**src/rtl/axi_clip_arb.sv**
```systemverilog
// Packet-granular round-robin arbiter feeding one saturating WIDTH_IN->WIDTH_OUT clip stage.
// Output beats carry the source index in o_tdest; per-port saturating clip counters for readback.
module axi_clip_arb #(
    parameter int unsigned WIDTH_IN  = 24,
    parameter int unsigned WIDTH_OUT = 16,
    parameter int unsigned NUM_PORTS = 2,
    parameter int unsigned CNT_WIDTH = 16
) (
    input  logic                           clk,
    input  logic                           reset,
    input  logic [NUM_PORTS*WIDTH_IN-1:0]  i_tdata,
    input  logic [NUM_PORTS-1:0]           i_tlast,
    input  logic [NUM_PORTS-1:0]           i_tvalid,
    output logic [NUM_PORTS-1:0]           i_tready,
    output logic [WIDTH_OUT-1:0]           o_tdata,
    output logic                           o_tlast,
    output logic [1:0]                     o_tdest,
    output logic                           o_tvalid,
    input  logic                           o_tready,
    input  logic                           clear_cnt,
    output logic [NUM_PORTS*CNT_WIDTH-1:0] clip_cnt
);
    localparam int unsigned PW    = 2;
    localparam int unsigned TOP_W = WIDTH_IN - WIDTH_OUT + 1;

    typedef enum logic {IDLE, BUSY} state_t;

    state_t                         state_q, state_d;
    logic [PW-1:0]                  rr_ptr_q, rr_ptr_d;
    logic [PW-1:0]                  grant_q, grant_d;
    logic [WIDTH_OUT-1:0]           o_tdata_q, o_tdata_d;
    logic                           o_tlast_q, o_tlast_d;
    logic [PW-1:0]                  o_tdest_q, o_tdest_d;
    logic                           o_tvalid_q, o_tvalid_d;
    logic [NUM_PORTS*CNT_WIDTH-1:0] clip_cnt_q, clip_cnt_d;

    logic [WIDTH_IN-1:0]  sel_data;
    logic                 sel_valid;
    logic                 sel_last;
    logic [TOP_W-1:0]     top;
    logic                 overflow;
    logic [WIDTH_OUT-1:0] clipped;
    logic                 out_ready;
    logic                 accept;
    logic                 found_hi, found_lo;
    logic [PW-1:0]        pick_hi, pick_lo;
    logic [PW-1:0]        next_ptr;

    // Mux the granted port's beat
    always_comb begin
        sel_data  = '0;
        sel_valid = 1'b0;
        sel_last  = 1'b0;
        for (int unsigned p = 0; p < NUM_PORTS; p++) begin
            if (grant_q == PW'(p)) begin
                sel_data  = i_tdata[p*WIDTH_IN +: WIDTH_IN];
                sel_valid = i_tvalid[p];
                sel_last  = i_tlast[p];
            end
        end
    end

    // Saturating clip: overflow whenever the dropped bits plus new sign bit disagree
    assign top      = sel_data[WIDTH_IN-1:WIDTH_OUT-1];
    assign overflow = ~((&top) | ~(|top));
    assign clipped  = overflow ? (sel_data[WIDTH_IN-1] ? {1'b1, {(WIDTH_OUT-1){1'b0}}}
                                                       : {1'b0, {(WIDTH_OUT-1){1'b1}}})
                               : sel_data[WIDTH_OUT-1:0];

    assign out_ready = ~o_tvalid_q | o_tready;
    assign accept    = (state_q == BUSY) & sel_valid & out_ready;
    assign next_ptr  = (grant_q == PW'(NUM_PORTS-1)) ? '0 : grant_q + PW'(1);

    always_comb begin
        i_tready = '0;
        for (int unsigned p = 0; p < NUM_PORTS; p++) begin
            if ((state_q == BUSY) && (grant_q == PW'(p))) i_tready[p] = out_ready;
        end
    end

    // Round-robin search: first valid at or above rr_ptr, else first valid below it
    always_comb begin
        found_hi = 1'b0;
        found_lo = 1'b0;
        pick_hi  = '0;
        pick_lo  = '0;
        for (int unsigned p = 0; p < NUM_PORTS; p++) begin
            if (i_tvalid[p] && (PW'(p) >= rr_ptr_q) && !found_hi) begin
                found_hi = 1'b1;
                pick_hi  = PW'(p);
            end
            if (i_tvalid[p] && (PW'(p) < rr_ptr_q) && !found_lo) begin
                found_lo = 1'b1;
                pick_lo  = PW'(p);
            end
        end
    end

    always_comb begin
        state_d    = state_q;
        rr_ptr_d   = rr_ptr_q;
        grant_d    = grant_q;
        o_tdata_d  = o_tdata_q;
        o_tlast_d  = o_tlast_q;
        o_tdest_d  = o_tdest_q;
        o_tvalid_d = o_tvalid_q;
        case (state_q)
            IDLE: begin
                if (found_hi || found_lo) begin
                    grant_d = found_hi ? pick_hi : pick_lo;
                    state_d = BUSY;
                end
            end
            BUSY: begin
                if (accept && sel_last) begin
                    rr_ptr_d = next_ptr;
                    state_d  = IDLE;
                end
            end
            default: state_d = IDLE;
        endcase
        if (accept) begin
            o_tdata_d  = clipped;
            o_tlast_d  = sel_last;
            o_tdest_d  = grant_q;
            o_tvalid_d = 1'b1;
        end else if (o_tready) begin
            o_tvalid_d = 1'b0;
        end
    end

    // Per-port clip counters; clear takes priority over a same-cycle increment
    always_comb begin
        clip_cnt_d = clip_cnt_q;
        for (int unsigned p = 0; p < NUM_PORTS; p++) begin
            if (clear_cnt) begin
                clip_cnt_d[p*CNT_WIDTH +: CNT_WIDTH] = '0;
            end else if (accept && overflow && (grant_q == PW'(p))
                         && !(&clip_cnt_q[p*CNT_WIDTH +: CNT_WIDTH])) begin
                clip_cnt_d[p*CNT_WIDTH +: CNT_WIDTH] =
                    clip_cnt_q[p*CNT_WIDTH +: CNT_WIDTH] + CNT_WIDTH'(1);
            end
        end
    end

    always_ff @(posedge clk) begin
        if (reset) begin
            state_q    <= IDLE;
            rr_ptr_q   <= '0;
            grant_q    <= '0;
            o_tdata_q  <= '0;
            o_tlast_q  <= 1'b0;
            o_tdest_q  <= '0;
            o_tvalid_q <= 1'b0;
            clip_cnt_q <= '0;
        end else begin
            state_q    <= state_d;
            rr_ptr_q   <= rr_ptr_d;
            grant_q    <= grant_d;
            o_tdata_q  <= o_tdata_d;
            o_tlast_q  <= o_tlast_d;
            o_tdest_q  <= o_tdest_d;
            o_tvalid_q <= o_tvalid_d;
            clip_cnt_q <= clip_cnt_d;
        end
    end

    assign o_tdata  = o_tdata_q;
    assign o_tlast  = o_tlast_q;
    assign o_tdest  = o_tdest_q;
    assign o_tvalid = o_tvalid_q;
    assign clip_cnt = clip_cnt_q;

endmodule
```
**config.mk**
```make
export PLATFORM = sky130hd
export DESIGN_NAME = axi_clip_arb
export DESIGN_NICKNAME = d
export VERILOG_FILES = /design/src/rtl/axi_clip_arb.sv
export SDC_FILE = /design/constraint.sdc
export NUM_CORES = 1
export LEC_CHECK = 0
export BUFFER_PORTS_ARGS = -buffer_cell sky130_fd_sc_hd__buf_4
export CORE_ASPECT_RATIO = 0.7
export CORE_MARGIN = 2
export CORE_UTILIZATION = 35
export DETAILED_ROUTE_END_ITERATION = 10
export GPL_ROUTABILITY_DRIVEN = 1
export SYNTH_ARGS = -nofsm -noshare
export SYNTH_HDL_FRONTEND = slang
export SYNTH_SLANG_ARGS = --single-unit
```
**constraint.sdc**
```tcl
create_clock -name clk -period 2 [get_ports clk]
set_input_delay 0.2 -clock clk [delete_from_list [all_inputs] [get_ports clk]]
set_output_delay 0.2 -clock clk [all_outputs]
set_load 0.1 [all_outputs]
```
==> tab_implementation.tex, run 1 <==
\begin{tabular}{lr}
\hline
Metric & Value \\
\hline
\multicolumn{2}{l}{\textbf{Timing}} \\
\quad Final worst-path cycle share & between 90\% and 100\% \\
\quad Setup repair after global routing missed its margin & yes \\
\quad Achievable frequency & a little over 500 MHz \\
\quad Post-layout min period & between 1.5 and 2 ns \\
\quad Final slew viol count & 0 \\
\quad Final hold violations & 0 \\
\quad Hold Slack & 0.1753 ns \\
\quad Final setup viols & 0 \\
\quad Worst Max-Slew Pin Slew & 0.5609 ns \\
\quad Worst slew margin relative to its limit & between 60\% and 70\% \\
\quad Fin Setup TNS & 0 ns \\
\quad Final setup skew & 0.006082 ns \\
\multicolumn{2}{l}{\textbf{Placement}} \\
\quad Area post-placement & a little under 4000 sq um \\
\quad Count of buffers inserted at the top-level ports & approximately 110 \\
\quad HPWL reported at the end of detailed placement & roughly 6.5 mm \\
\quad Dpl cells & approximately 550 \\
\quad RD Place Congestion & about 0.86 \\
\multicolumn{2}{l}{\textbf{Final layout}} \\
\quad Ratio of cells with drive above 1 in the final layout & 43.23\% \\
\quad Count of nets after finishing & 515 \\
\quad Cell area after layout & approximately 4200 sq um \\
\quad Leading cell type in the layout, fill and taps excluded & buf\_4 \\
\quad Ant. Diodes & 0 \\
\quad Synthesis-to-finish area growth & 48.45\% \\
\quad Number of standard cells in the layout, taps in and fillers out & between 500 and 600 \\
\quad Commonest non-fill, non-tap cells in the layout & 124 x buf\_4, 58 x nor2\_1, 30 x nand2\_1, 21 x mux2i\_1, 20 x dfxtp\_1 \\
\multicolumn{2}{l}{\textbf{Drt}} \\
\quad Count of nets left with antenna violations after detail routing & 0 \\
\quad Post-detailed-routing wire length & around 8.5 mm \\
\quad Total number of vias & roughly 3.0k \\
\quad Post-DR wirelength/cell & roughly 15 um \\
\quad DRC violations left & 0 \\
\quad Ratio of routed vias to standard cells & roughly 5.3 \\
\quad TritonRoute pass-1 iters & 4 \\
\quad Violation count after the first detailed-route iteration & around 180 \\
\multicolumn{2}{l}{\textbf{Clocking}} \\
\quad Clock insertion delay at the later pin of the skew report & 0.29 ns \\
\quad Sinks on the clock net & 54 \\
\quad Clock Root Buffer & clkbuf\_16 \\
\quad Clock tree from TritonCTS & yes \\
\quad H-tree depth & 2 \\
\quad Register clock-pin slew on the reported worst setup and hold paths & 0.07 ns \\
\quad Post-cts hold buffer count & 0 \\
\quad Number of buffers created by CTS & 5 \\
\quad Maximum number of buffers from clock root to sink & 2 \\
\multicolumn{2}{l}{\textbf{Floorplanning}} \\
\quad Core Box Area & roughly 8000 sq um \\
\quad Number of top-level pins & 110 \\
\quad Vertical extent of the die & 79.14 um \\
\quad Row count & 27 \\
\quad Initial core utilization & $\sim$36\% \\
\quad DIE AREA & 8811 sq um \\
\quad Die X & 111.3 um \\
\multicolumn{2}{l}{\textbf{Yosys}} \\
\quad Syn nets & $\sim$400 \\
\quad Netlist cell types & 42 \\
\quad Cell count after synthesis & 341 \\
\quad Mean post-synth cell area & $\sim$8.3 sq um \\
\quad Async set or reset register ratio after synthesis & 0\% \\
\quad Post-synth top area cell & dfxtp\_1 \\
\quad Number of flip-flops and latches in the synthesized netlist & 54 \\
\quad Synthesized area & about 2800 sq um \\
\quad Synth top area share & a little under two fifths \\
\quad Cell types with the largest area share after synthesis & dfxtp\_1 38\%, nor2\_1 8.0\%, mux2i\_1 7.4\% \\
\quad Most common flop cell mapped by yosys & dfxtp\_1 \\
\quad Yosys warnings & 0 \\
\quad Number of enable-type register cells in the synthesized netlist & 0 \\
\quad Proportion of synthesized chip area in sequential cells & 38.30\% \\
\multicolumn{2}{l}{\textbf{Hold path}} \\
\quad Number of cells on the worst hold path & 2 \\
\quad Class of the most critical hold timing path & input port to register \\
\quad Startpoint of the tightest hold check path & reset \\
\multicolumn{2}{l}{\textbf{Worst setup path}} \\
\quad Crit path DAT & approximately 2.2 ns \\
\quad Category of the worst setup path launch point & register \\
\quad Delay of the slowest critical-path stage & 0.58 ns \\
\quad First element of the critical path & grant\_q[0]\$\_SDFFE\_PP0P\_ \\
\quad Internal reg-to-reg setup slack & approximately 0.065 ns \\
\quad Setup CP Type & register to register \\
\quad Data required time at the worst endpoint & approximately 2.2 ns \\
\quad Peak fanout along the critical path & 7 \\
\quad Origin of the critical flop-to-flop path & grant\_q[0]\$\_SDFFE\_PP0P\_ \\
\quad Worst Reg2Reg Path Length in Cells & 7 \\
\quad Cells traversed along the worst timing path & buf\_4 -> nor4\_1 -> nand3\_1 -> nand2\_2 -> or4b\_4 -> or3\_1 -> a21oi\_1 \\
\quad Critical path endpoint category & register \\
\quad Slowest cell on crit path & or4b\_4 \\
\multicolumn{2}{l}{\textbf{Global routing}} \\
\quad Wire length of the first global-routing pass & roughly 14 mm \\
\quad Via count of the first global-routing pass & between 2k and 3k \\
\quad GRT Resource Usage Total & between 10\% and 20\% \\
\quad Initial antenna violation count & 0 \\
\quad Total global routing overflow & 0 \\
\quad Pin count of the biggest net entering global routing & 29 \\
\multicolumn{2}{l}{\textbf{Power and ir drop}} \\
\quad Pwr per Cell Area & between 600 and 700 nW/um\^{}2 \\
\quad Design Power & between 2 and 3 mW \\
\quad Worst supply voltage drop on vdd & between 300 and 400 uV \\
\quad Total leakage power & $\sim$1.6 nW \\
\multicolumn{2}{l}{\textbf{Run}} \\
\quad Max-cap check violation count & 0 \\
\multicolumn{2}{l}{\textbf{Outcome}} \\
\quad Status & complete, no violations \\
\hline
\end{tabular}
## critical path, delay by kind of cell, from the launching register on
family	cells	cell delay, ns
buffers and inverters	1	0.15
AO/OA/AOI/OAI	1	0.12
flip-flops	1	0.40
AND/OR/NAND/NOR	5	1.19
## cell usage after synthesis (all sizes together), types with 11 or more instances
cell type  instances
dfxtp             54
nor3              11
nand2             31
nor2              61
nand4             12
mux2i             21
a211oi            16
xnor2             16
nand3             20
nor4              16
a21oi             15
clkbuf            13
## through the flow
| stage | utilization, % | worst slack [ns] |
|---|---|---|
| after CTS | 52.35 | 0.0008042 |
| after global routing | 53.46 | -0.02027 |
| final | 53.46 | 0.06515 |
| after detailed placement | 50.46 | 0.03085 |
| after floorplan | - | 0.001918 |
| after global placement | 50.46 | 0.06022 |
## report_power, final
| group | internal [mW] | switching, mW | total [mW] |
|---|---|---|---|
| clock network | 0.498 | 0.396 | 0.894 |
| registers | 1.09 | 0.0280 | 1.12 |
| logic | 0.214 | 0.429 | 0.643 |
## sequential cells by signal (all words and copies together), names as in the netlist
name      cells
o_tlast       1
grant_q       1
clip_cnt     32
rr_ptr_q      1
state_q       1
o_tdest       1
o_tvalid      1
o_tdata      16
## path summary, 6_finish.rpt
check / end
worst min register to register: o_tdata[15]$_SDFFE_PP0P_
worst max register to register: clip_cnt[22]$_SDFFE_PP0P_
worst max-delay path: clip_cnt[22]$_SDFFE_PP0P_
worst min-delay path: o_tdata[15]$_SDFFE_PP0P_
## layer usage
metal | routed length [um] | global-route usage, % | part of all wire, %
met1 | 4054 | 27.65 | 48
met2 | 3729 | 30.06 | 44
met3 | 549 | 4.504 | 6.5
met4 | 123 | 5.556 | 1.5
met5 | 0 | 0 | 0
## cell type report
type,instances,area [sq um]
Tap cell,101,126.4
Clock buffer,7,142.6
Fill cell,742,3647
Clock inverter,1,5.005
Inverter,5,18.77
Multi-Input combinational cell,263,1723
Timing Repair Buffer,128,1011
Sequential cell,54,1164
## logic make-up (layout without fill, tap and decap cells)
kind of cell    Yosys count  in the layout  share of synthesized area (%)
other cells               1              1                         0.1329
fa+ha+maj                 2              2                         0.8864
compound gates           52             52                          14.94
flops                    54             54                          38.30
simple gates            171            171                          29.43
mux                      21             21                          7.447
xor+xnor                 16             16                          4.964
buf+inv                  24            141                          3.901
## repair_timing
| item | CTS | global route |
|---|---|---|
| setup buffers | 0 | 2 |
| gates resized for setup | 0 | 15 |
| setup endpoints to repair | 0 | 30 |
No activity file was read; power rests on OpenSTA's default activity.
==> run 2, diff against run 1 <==
ABC_AREA = 1   (was default)
==> tab_implementation.tex, run 2 <==
\begin{tabular}{lr}
\hline
Metric & Value \\
\hline
\multicolumn{2}{l}{\textbf{Outcome}} \\
\quad Status & complete, no violations (unchanged) \\
\multicolumn{2}{l}{\textbf{Yosys}} \\
\quad Synth top area share & 32.62\% (was 38.30\%) \\
\quad Most frequent cells after synthesis & 114 x nand2\_1, 57 x nor2\_1, 54 x dfxtp\_1 (was 60 x nor2\_1, 54 x dfxtp\_1, 31 x nand2\_1) \\
\quad Number of enable-type register cells in the synthesized netlist & 0 (unchanged) \\
\quad Syn nets & 547 (was 399) \\
\quad Proportion of synthesized chip area in sequential cells & 32.62\% (was 38.30\%) \\
\quad Most frequent cell after synthesis & nand2\_1 (was nor2\_1) \\
\quad Cell count after synthesis & 489 (was 341) \\
\quad Post-synth top area cell & dfxtp\_1 (unchanged) \\
\quad Most common flop cell mapped by yosys & dfxtp\_1 (unchanged) \\
\quad Synthesized area & 3314 sq um (was 2823 sq um) \\
\quad Yosys warnings & 0 (unchanged) \\
\quad Async set or reset register ratio after synthesis & 0\% (unchanged) \\
\quad Cell types with the largest area share after synthesis & dfxtp\_1 33\%, nand2\_1 13\%, nor2\_1 6.5\% (was dfxtp\_1 38\%, nor2\_1 8.0\%, mux2i\_1 7.4\%) \\
\quad Netlist cell types & 41 (was 42) \\
\quad Mean post-synth cell area & 6.778 sq um (was 8.278 sq um) \\
\quad Number of flip-flops and latches in the synthesized netlist & 54 (unchanged) \\
\multicolumn{2}{l}{\textbf{Drt}} \\
\quad Ratio of routed vias to standard cells & 4.925 (was 5.297) \\
\quad Top sig layer & met4 (unchanged) \\
\quad Total number of vias & 3595 (was 2961) \\
\quad TritonRoute pass-1 iters & 5 (was 4) \\
\quad Count of nets left with antenna violations after detail routing & 0 (unchanged) \\
\quad Sum of met3 wire segment lengths after detailed routing & 688 um (was 549 um) \\
\quad DRC violations left & 0 (unchanged) \\
\quad Post-route met1 wirelength & 5.045 mm (was 4.054 mm) \\
\quad Post-detailed-routing wire length & 10.31 mm (was 8.456 mm) \\
\quad Violation count after the first detailed-route iteration & 252 (was 178) \\
\quad Post-DR wirelength/cell & 14.12 um (was 15.13 um) \\
\quad Met2 WL & 4.472 mm (was 3.729 mm) \\
\multicolumn{2}{l}{\textbf{Floorplanning}} \\
\quad Die X & 120.3 um (was 111.3 um) \\
\quad DIE AREA & 10280 sq um (was 8811 sq um) \\
\quad Vertical extent of the die & 85.42 um (was 79.14 um) \\
\quad Row count & 29 (was 27) \\
\quad Initial core utilization & 36.25\% (was 36.02\%) \\
\quad Core Box Area & 9144 sq um (was 7838 sq um) \\
\quad Number of top-level pins & 110 (unchanged) \\
\multicolumn{2}{l}{\textbf{Worst setup path}} \\
\quad Category of the worst setup path launch point & register (unchanged) \\
\quad Peak fanout along the critical path & 19 (was 7) \\
\quad Cell with the most instances on the worst path & buf\_4 \\
\quad Slowest cell on crit path & dfxtp\_2 (was or4b\_4) \\
\quad Cells traversed along the worst timing path & buf\_12 -> inv\_6 -> buf\_4 -> nand2\_1 -> nor2\_2 -> buf\_4 (was buf\_4 -> nor4\_1 -> nand3\_1 -> nand2\_2 -> or4b\_4 -> or3\_1 -> a21oi\_1) \\
\quad Critical path endpoint category & primary output (was register) \\
\quad Worst Reg2Reg Path Length in Cells & 10 (was 7) \\
\quad Data required time at the worst endpoint & 1.80 ns (was 2.22 ns) \\
\quad Setup CP Type & register to primary output (was register to register) \\
\quad Delay of the slowest critical-path stage & 0.34 ns (was 0.58 ns) \\
\quad Crit path DAT & 1.70 ns (was 2.15 ns) \\
\multicolumn{2}{l}{\textbf{Clocking}} \\
\quad H-tree depth & 2 (unchanged) \\
\quad Clock tree from TritonCTS & yes (unchanged) \\
\quad Clock insertion delay at the later pin of the skew report & 0.29 ns (about the same) \\
\quad Clock Root Buffer & clkbuf\_16 (unchanged) \\
\quad Sinks on the clock net & 54 (unchanged) \\
\quad Maximum number of buffers from clock root to sink & 2 (unchanged) \\
\quad Post-cts hold buffer count & 0 (unchanged) \\
\quad Register clock-pin slew on the reported worst setup and hold paths & 0.07 ns (about the same) \\
\quad Number of buffers created by CTS & 5 (unchanged) \\
\multicolumn{2}{l}{\textbf{Timing}} \\
\quad Final worst-path cycle share & 94.76\% (was 96.74\%) \\
\quad Post-layout min period & 1.895 ns (was 1.935 ns) \\
\quad Worst Max-Slew Pin Slew & 0.5009 ns (was 0.5609 ns) \\
\quad Final hold violations & 0 (unchanged) \\
\quad Final setup viols & 0 (unchanged) \\
\quad Final slew viol count & 0 (unchanged) \\
\quad Final setup skew & 0.003227 ns (was 0.006082 ns) \\
\quad Achievable frequency & 527.7 MHz (was 516.8 MHz) \\
\quad Final worst setup slack & 0.1049 ns (was 0.06515 ns) \\
\quad Hold Slack & 0.09296 ns (was 0.1753 ns) \\
\quad Worst slew margin relative to its limit & 66.40\% (was 62.61\%) \\
\multicolumn{2}{l}{\textbf{Final layout}} \\
\quad Commonest non-fill, non-tap cells in the layout & 116 x buf\_4, 114 x nand2\_1, 53 x inv\_1, 50 x nor2\_1, 42 x a21oi\_1 (was 124 x buf\_4, 58 x nor2\_1, 30 x nand2\_1, 21 x mux2i\_1, 20 x dfxtp\_1) \\
\quad Cell area after layout & 4611 sq um (was 4190 sq um) \\
\quad Leading cell type in the layout, fill and taps excluded & buf\_4 (unchanged) \\
\quad Count of nets after finishing & 663 (was 515) \\
\quad Number of flip-flops under the largest register name & 32 (unchanged) \\
\quad \# fillers & 948 (was 742) \\
\quad Synthesis-to-finish area growth & 39.11\% (was 48.45\%) \\
\quad Ratio of cells with drive above 1 in the final layout & 34.65\% (was 43.23\%) \\
\quad Ant. Diodes & 0 (unchanged) \\
\multicolumn{2}{l}{\textbf{Power and ir drop}} \\
\quad Worst supply voltage drop on vdd & 381.1 uV (was 329.0 uV) \\
\quad Design Power & 2.802 mW (was 2.658 mW) \\
\quad Total leakage power & 1.980 nW (was 1.646 nW) \\
\quad Pwr per Cell Area & 607.8 nW/um\^{}2 (was 634.2 nW/um\^{}2) \\
\multicolumn{2}{l}{\textbf{Global routing}} \\
\quad Initial antenna violation count & 0 (unchanged) \\
\quad GRT Resource Usage Total & 18.57\% (was 19.60\%) \\
\quad Wire length of the first global-routing pass & 15.48 mm (was 14.22 mm) \\
\quad Pin count of the biggest net entering global routing & 20 (was 29) \\
\quad Total global routing overflow & 0 (unchanged) \\
\quad Via count of the first global-routing pass & 3095 (was 2879) \\
\multicolumn{2}{l}{\textbf{Placement}} \\
\quad HPWL reported at the end of detailed placement & 7.000 mm (was 6.500 mm) \\
\quad Count of buffers inserted at the top-level ports & 108 (unchanged) \\
\quad RD Place Congestion & 0.8402 (was 0.8613) \\
\quad Area post-placement & 4277 sq um (was 3955 sq um) \\
\quad Setup WS pre-CTS & 0.01757 ns (was 0.03085 ns) \\
\multicolumn{2}{l}{\textbf{Hold path}} \\
\quad Class of the most critical hold timing path & input port to register (unchanged) \\
\quad Number of cells on the worst hold path & 2 (unchanged) \\
\multicolumn{2}{l}{\textbf{Run}} \\
\quad Max-cap check violation count & 0 (unchanged) \\
\hline
\end{tabular}
-- run 2: area by class of cell --
class                      count  area, sq um  area share, %
clock buffer                   6        150.1          3.256
clock inverter                 2        10.01         0.2171
inverter                      56        215.2          4.668
multi-input combinational    369         2029          44.02
sequential                    54         1129          24.48
tap                          124        155.1          3.365
timing repair buffer         119        922.1          20.00
-- run 2: cell families (layout without fill, tap and decap cells) --
logic type | after synthesis | count (layout) | synth area share (%)
AOI/OAI and AO/OA | 91 | 91 | 15.93
xor gates and xnor gates | 14 | 14 | 3.700
adders and majority gates | 2 | 2 | 0.7549
buffers and inverters | 73 | 183 | 10.34
DFF | 54 | 54 | 32.62
other | 1 | 1 | 0.1131
and+or+nand+nor | 254 | 261 | 36.54
-- run 2: report_power, final --
part	total [mW]	internal (mW)	switching, mW
registers	1.14	1.11	0.0251
clock network	0.942	0.537	0.405
logic	0.724	0.208	0.516
-- run 2: per-layer routing --
| layer | vias up | GRT usage [%] |
|---|---|---|
| met4 | 0 | 4.228 |
| met5 | - | 0 |
| met3 | 8 | 4.234 |
| met2 | 105 | 27.74 |
| met1 | 1647 | 27.13 |
| li1 | 1835 | - |
-- run 2: worst paths after layout --
path | startpoint | end | slack, ns
worst min-delay path | reset | o_tdata[15]$_SDFFE_PP0P_ | 0.09
worst min register to register | o_tdata[15]$_SDFFE_PP0P_ | o_tdata[15]$_SDFFE_PP0P_ | 0.47
worst max register to register | grant_q[0]$_SDFFE_PP0P_ | clip_cnt[30]$_SDFFE_PP0P_ | 0.11
worst max-delay path | grant_q[0]$_SDFFE_PP0P_ | i_tready[0] | 0.10
-- run 2: worst max-delay path, delay by kind of cell, from the launching register on --
family,cells,cell delay [ns]
and+or+nand+nor,2,0.21
buffers and inverters,4,0.85
DFF,1,0.34
-- run 2: timing repair --
item,CTS,global route
pin swaps,1,9
buffers inserted,1,2
cloned,0,7
resized for setup,0,16
endpoints found under the setup margin,7,35
-- run 2: metrics by stage --
step | utilization, % | setup TNS, ns | instances
6_report | 50.42 | 0 | 730
5_1_grt | 50.42 | -0.04288 | 730
4_1_cts | 48.74 | 0 | 721
3_5_place_dp | 46.77 | 0 | 712
3_3_place_gp | 46.77 | 0 | 712
2_1_floorplan | - | -0.1341 | 489
==> run 3, diff against run 2 <==
REMOVE_ABC_BUFFERS = 1   (was default)
==> tab_implementation.tex, run 3 (same netlist as run 2, synthesis figures left out) <==
\begin{tabular}{lr}
\hline
Metric & Value \\
\hline
\multicolumn{2}{l}{\textbf{Outcome}} \\
\quad Status & complete, no violations (unchanged) \\
\multicolumn{2}{l}{\textbf{Global routing}} \\
\quad Initial antenna violation count & 0 (unchanged) \\
\quad Wire length of the first global-routing pass & 15.48 mm (about the same) \\
\quad Pin count of the biggest net entering global routing & 22 (was 20) \\
\quad Total global routing overflow & 0 (unchanged) \\
\quad Via count of the first global-routing pass & 3267 (was 3095) \\
\quad GRT Resource Usage Total & 18.28\% (was 18.57\%) \\
\multicolumn{2}{l}{\textbf{Worst setup path}} \\
\quad Peak fanout along the critical path & 21 (was 19) \\
\quad Setup CP Type & register to register (was register to primary output) \\
\quad Data required time at the worst endpoint & 2.20 ns (was 1.80 ns) \\
\quad Crit path DAT & 2.05 ns (was 1.70 ns) \\
\quad Critical path endpoint category & register (was primary output) \\
\quad Category of the worst setup path launch point & register (unchanged) \\
\multicolumn{2}{l}{\textbf{Drt}} \\
\quad Post-DR wirelength/cell & 12.84 um (was 14.12 um) \\
\quad Total number of vias & 3546 (was 3595) \\
\quad Ratio of routed vias to standard cells & 4.811 (was 4.925) \\
\quad Count of nets left with antenna violations after detail routing & 0 (unchanged) \\
\quad DRC violations left & 0 (unchanged) \\
\quad TritonRoute pass-1 iters & 4 (was 5) \\
\quad Post-detailed-routing wire length & 9.466 mm (was 10.31 mm) \\
\quad Violation count after the first detailed-route iteration & 180 (was 252) \\
\multicolumn{2}{l}{\textbf{Power and ir drop}} \\
\quad Pwr per Cell Area & 605.4 nW/um\^{}2 (was 607.8 nW/um\^{}2) \\
\quad Switch Pwr & 958.8 uW (was 946.4 uW) \\
\quad Total leakage power & 2.012 nW (was 1.980 nW) \\
\quad Seq pwr share & 41.3\% (was 40.6\%) \\
\quad Internal power consumption & 1.799 mW (was 1.856 mW) \\
\quad Clock power share & 33.1\% (was 33.6\%) \\
\quad Combinational share of power & 25.6\% (was 25.8\%) \\
\quad Fraction of power spent switching nets & 34.76\% (was 33.77\%) \\
\quad Worst supply voltage drop on vdd & 279.6 uV (was 381.1 uV) \\
\multicolumn{2}{l}{\textbf{Timing}} \\
\quad Achievable frequency & 540.0 MHz (was 527.7 MHz) \\
\quad Final hold violations & 0 (unchanged) \\
\quad Final slew viol count & 0 (unchanged) \\
\quad Final setup skew & 0.007737 ns (was 0.003227 ns) \\
\quad Final setup viols & 0 (unchanged) \\
\quad Worst Max-Slew Pin Slew & 0.5412 ns (was 0.5009 ns) \\
\quad Final worst-path cycle share & 92.60\% (was 94.76\%) \\
\quad Post-layout min period & 1.852 ns (was 1.895 ns) \\
\quad Worst slew margin relative to its limit & 63.70\% (was 66.40\%) \\
\quad Final worst setup slack & 0.1480 ns (was 0.1049 ns) \\
\quad Setup repair after global routing missed its margin & yes \\
\multicolumn{2}{l}{\textbf{Clocking}} \\
\quad H-tree depth & 2 (unchanged) \\
\quad Sinks on the clock net & 54 (unchanged) \\
\quad Number of buffers created by CTS & 5 (unchanged) \\
\quad Clock Root Buffer & clkbuf\_16 (unchanged) \\
\quad Register clock-pin slew on the reported worst setup and hold paths & 0.08 ns (was 0.07 ns) \\
\quad Maximum number of buffers from clock root to sink & 2 (unchanged) \\
\quad Clock tree from TritonCTS & yes (unchanged) \\
\quad Clock insertion delay at the later pin of the skew report & 0.30 ns (was 0.29 ns) \\
\multicolumn{2}{l}{\textbf{Placement}} \\
\quad Dpl cells & 724 (was 712) \\
\quad HPWL reported at the end of detailed placement & 7.119 mm (was 7.000 mm) \\
\quad Count of buffers inserted at the top-level ports & 108 (unchanged) \\
\quad RD Place Congestion & 0.8087 (was 0.8402) \\
\quad Setup WS pre-CTS & 0.02988 ns (was 0.01757 ns) \\
\multicolumn{2}{l}{\textbf{Final layout}} \\
\quad Commonest non-fill, non-tap cells in the layout & 128 x buf\_4, 114 x nand2\_1, 54 x nor2\_1, 53 x inv\_1, 53 x dfxtp\_1 (was 116 x buf\_4, 114 x nand2\_1, 53 x inv\_1, 50 x nor2\_1, 42 x a21oi\_1) \\
\quad Number of flip-flops under the largest register name & 32 (unchanged) \\
\quad Synthesis-to-finish area growth & 37.45\% (was 39.11\%) \\
\quad Number of standard cells in the layout, taps in and fillers out & 737 (was 730) \\
\quad Leading cell type in the layout, fill and taps excluded & buf\_4 (unchanged) \\
\quad Ratio of cells with drive above 1 in the final layout & 29.53\% (was 34.65\%) \\
\quad Ant. Diodes & 0 (unchanged) \\
\quad Count of nets after finishing & 670 (was 663) \\
\quad \# fillers & 941 (was 948) \\
\multicolumn{2}{l}{\textbf{Floorplanning}} \\
\quad Initial core utilization & 36.25\% (unchanged) \\
\quad DIE AREA & 10280 sq um (unchanged) \\
\quad Die X & 120.3 um (unchanged) \\
\quad Vertical extent of the die & 85.42 um (unchanged) \\
\quad Row count & 29 (unchanged) \\
\quad Core Box Area & 9144 sq um (unchanged) \\
\quad Number of top-level pins & 110 (unchanged) \\
\multicolumn{2}{l}{\textbf{Run}} \\
\quad Max-cap check violation count & 0 (unchanged) \\
\multicolumn{2}{l}{\textbf{Hold path}} \\
\quad Class of the most critical hold timing path & input port to register (unchanged) \\
\hline
\end{tabular}
==> run 3: worst paths after layout <==
path	start	to	slack (ns)	cells after the start
worst min-delay path	reset	o_tdest[0]$_SDFFE_PP0P_	0.08	2
worst min register to register	o_tlast$_SDFFE_PP0P_	o_tlast$_SDFFE_PP0P_	0.47	2
worst max-delay path	grant_q[0]$_SDFFE_PP0P_	clip_cnt[14]$_SDFFE_PP0P_	0.15	11
worst max register to register	grant_q[0]$_SDFFE_PP0P_	clip_cnt[14]$_SDFFE_PP0P_	0.15	11
==> run 3: stage by stage <==
step | utilization, % | power, mW | TNS (ns) | hold WS, ns | area [sq um]
6_report | 49.82 | 2.758 | 0 | 0.08490 | 4556
4_1_cts | 48.85 | 2.778 | 0 | 0.07848 | 4467
3_5_place_dp | 47.19 | 1.859 | 0 | 0.3999 | 4315
2_1_floorplan | - | 1.633 | -19.49 | 0.2691 | 3187
5_1_grt | 49.82 | 2.871 | -0.004001 | 0.07771 | 4556
3_3_place_gp | 47.19 | 1.849 | 0 | 0.3958 | 4315
==> run 3: critical path, stage by stage, from the launching register on <==
cell and delay, ns:
dfxtp_2 0.38, buf_12 0.16, inv_8 0.08, nand2_1 0.08
o21ai_2 0.06, and2_1 0.16, nand3_4 0.18, nand2_8 0.17
nor2_2 0.26, nand3_1 0.11, nand2_1 0.07, nor2_1 0.03
==> run 3: timing repair <==
item	in CTS	in global routing
gates resized for setup	0	7
hold buffers	0	0
endpoints found under the setup margin	0	46
buffers inserted	0	3
==> run 3: layer usage <==
layer / up-vias / wire (um) / global-route usage [%]
met4: 0 / 48 / 2.854
met3: 6 / 388 / 3.427
li1: 1841 / - / -
met5: - / 0 / 0
met2: 81 / 4237 / 29.34
met1: 1618 / 4792 / 26.08
==> run 3: final cells by class <==
type	instances	area [sq um]	share of cell area [%]
Clock buffer	5	125.1	2.746
Clock inverter	3	26.28	0.5768
Inverter	56	217.7	4.779
Multi-Input combinational cell	364	1928	42.32
Sequential cell	54	1082	23.76
Tap cell	124	155.1	3.406
Timing Repair Buffer	131	1021	22.41
==> run 3: power by group through the flow <==
| stage | clock network [mW] | logic, mW | registers (mW) |
|---|---|---|---|
| global placement | 0 | 0.687 | 1.16 |
| floorplan | 0 | 0.206 | 1.43 |
| detailed placement | 0 | 0.695 | 1.16 |
| CTS | 0.943 | 0.696 | 1.14 |
| global route | 0.979 | 0.748 | 1.14 |
| finish | 0.912 | 0.707 | 1.14 |
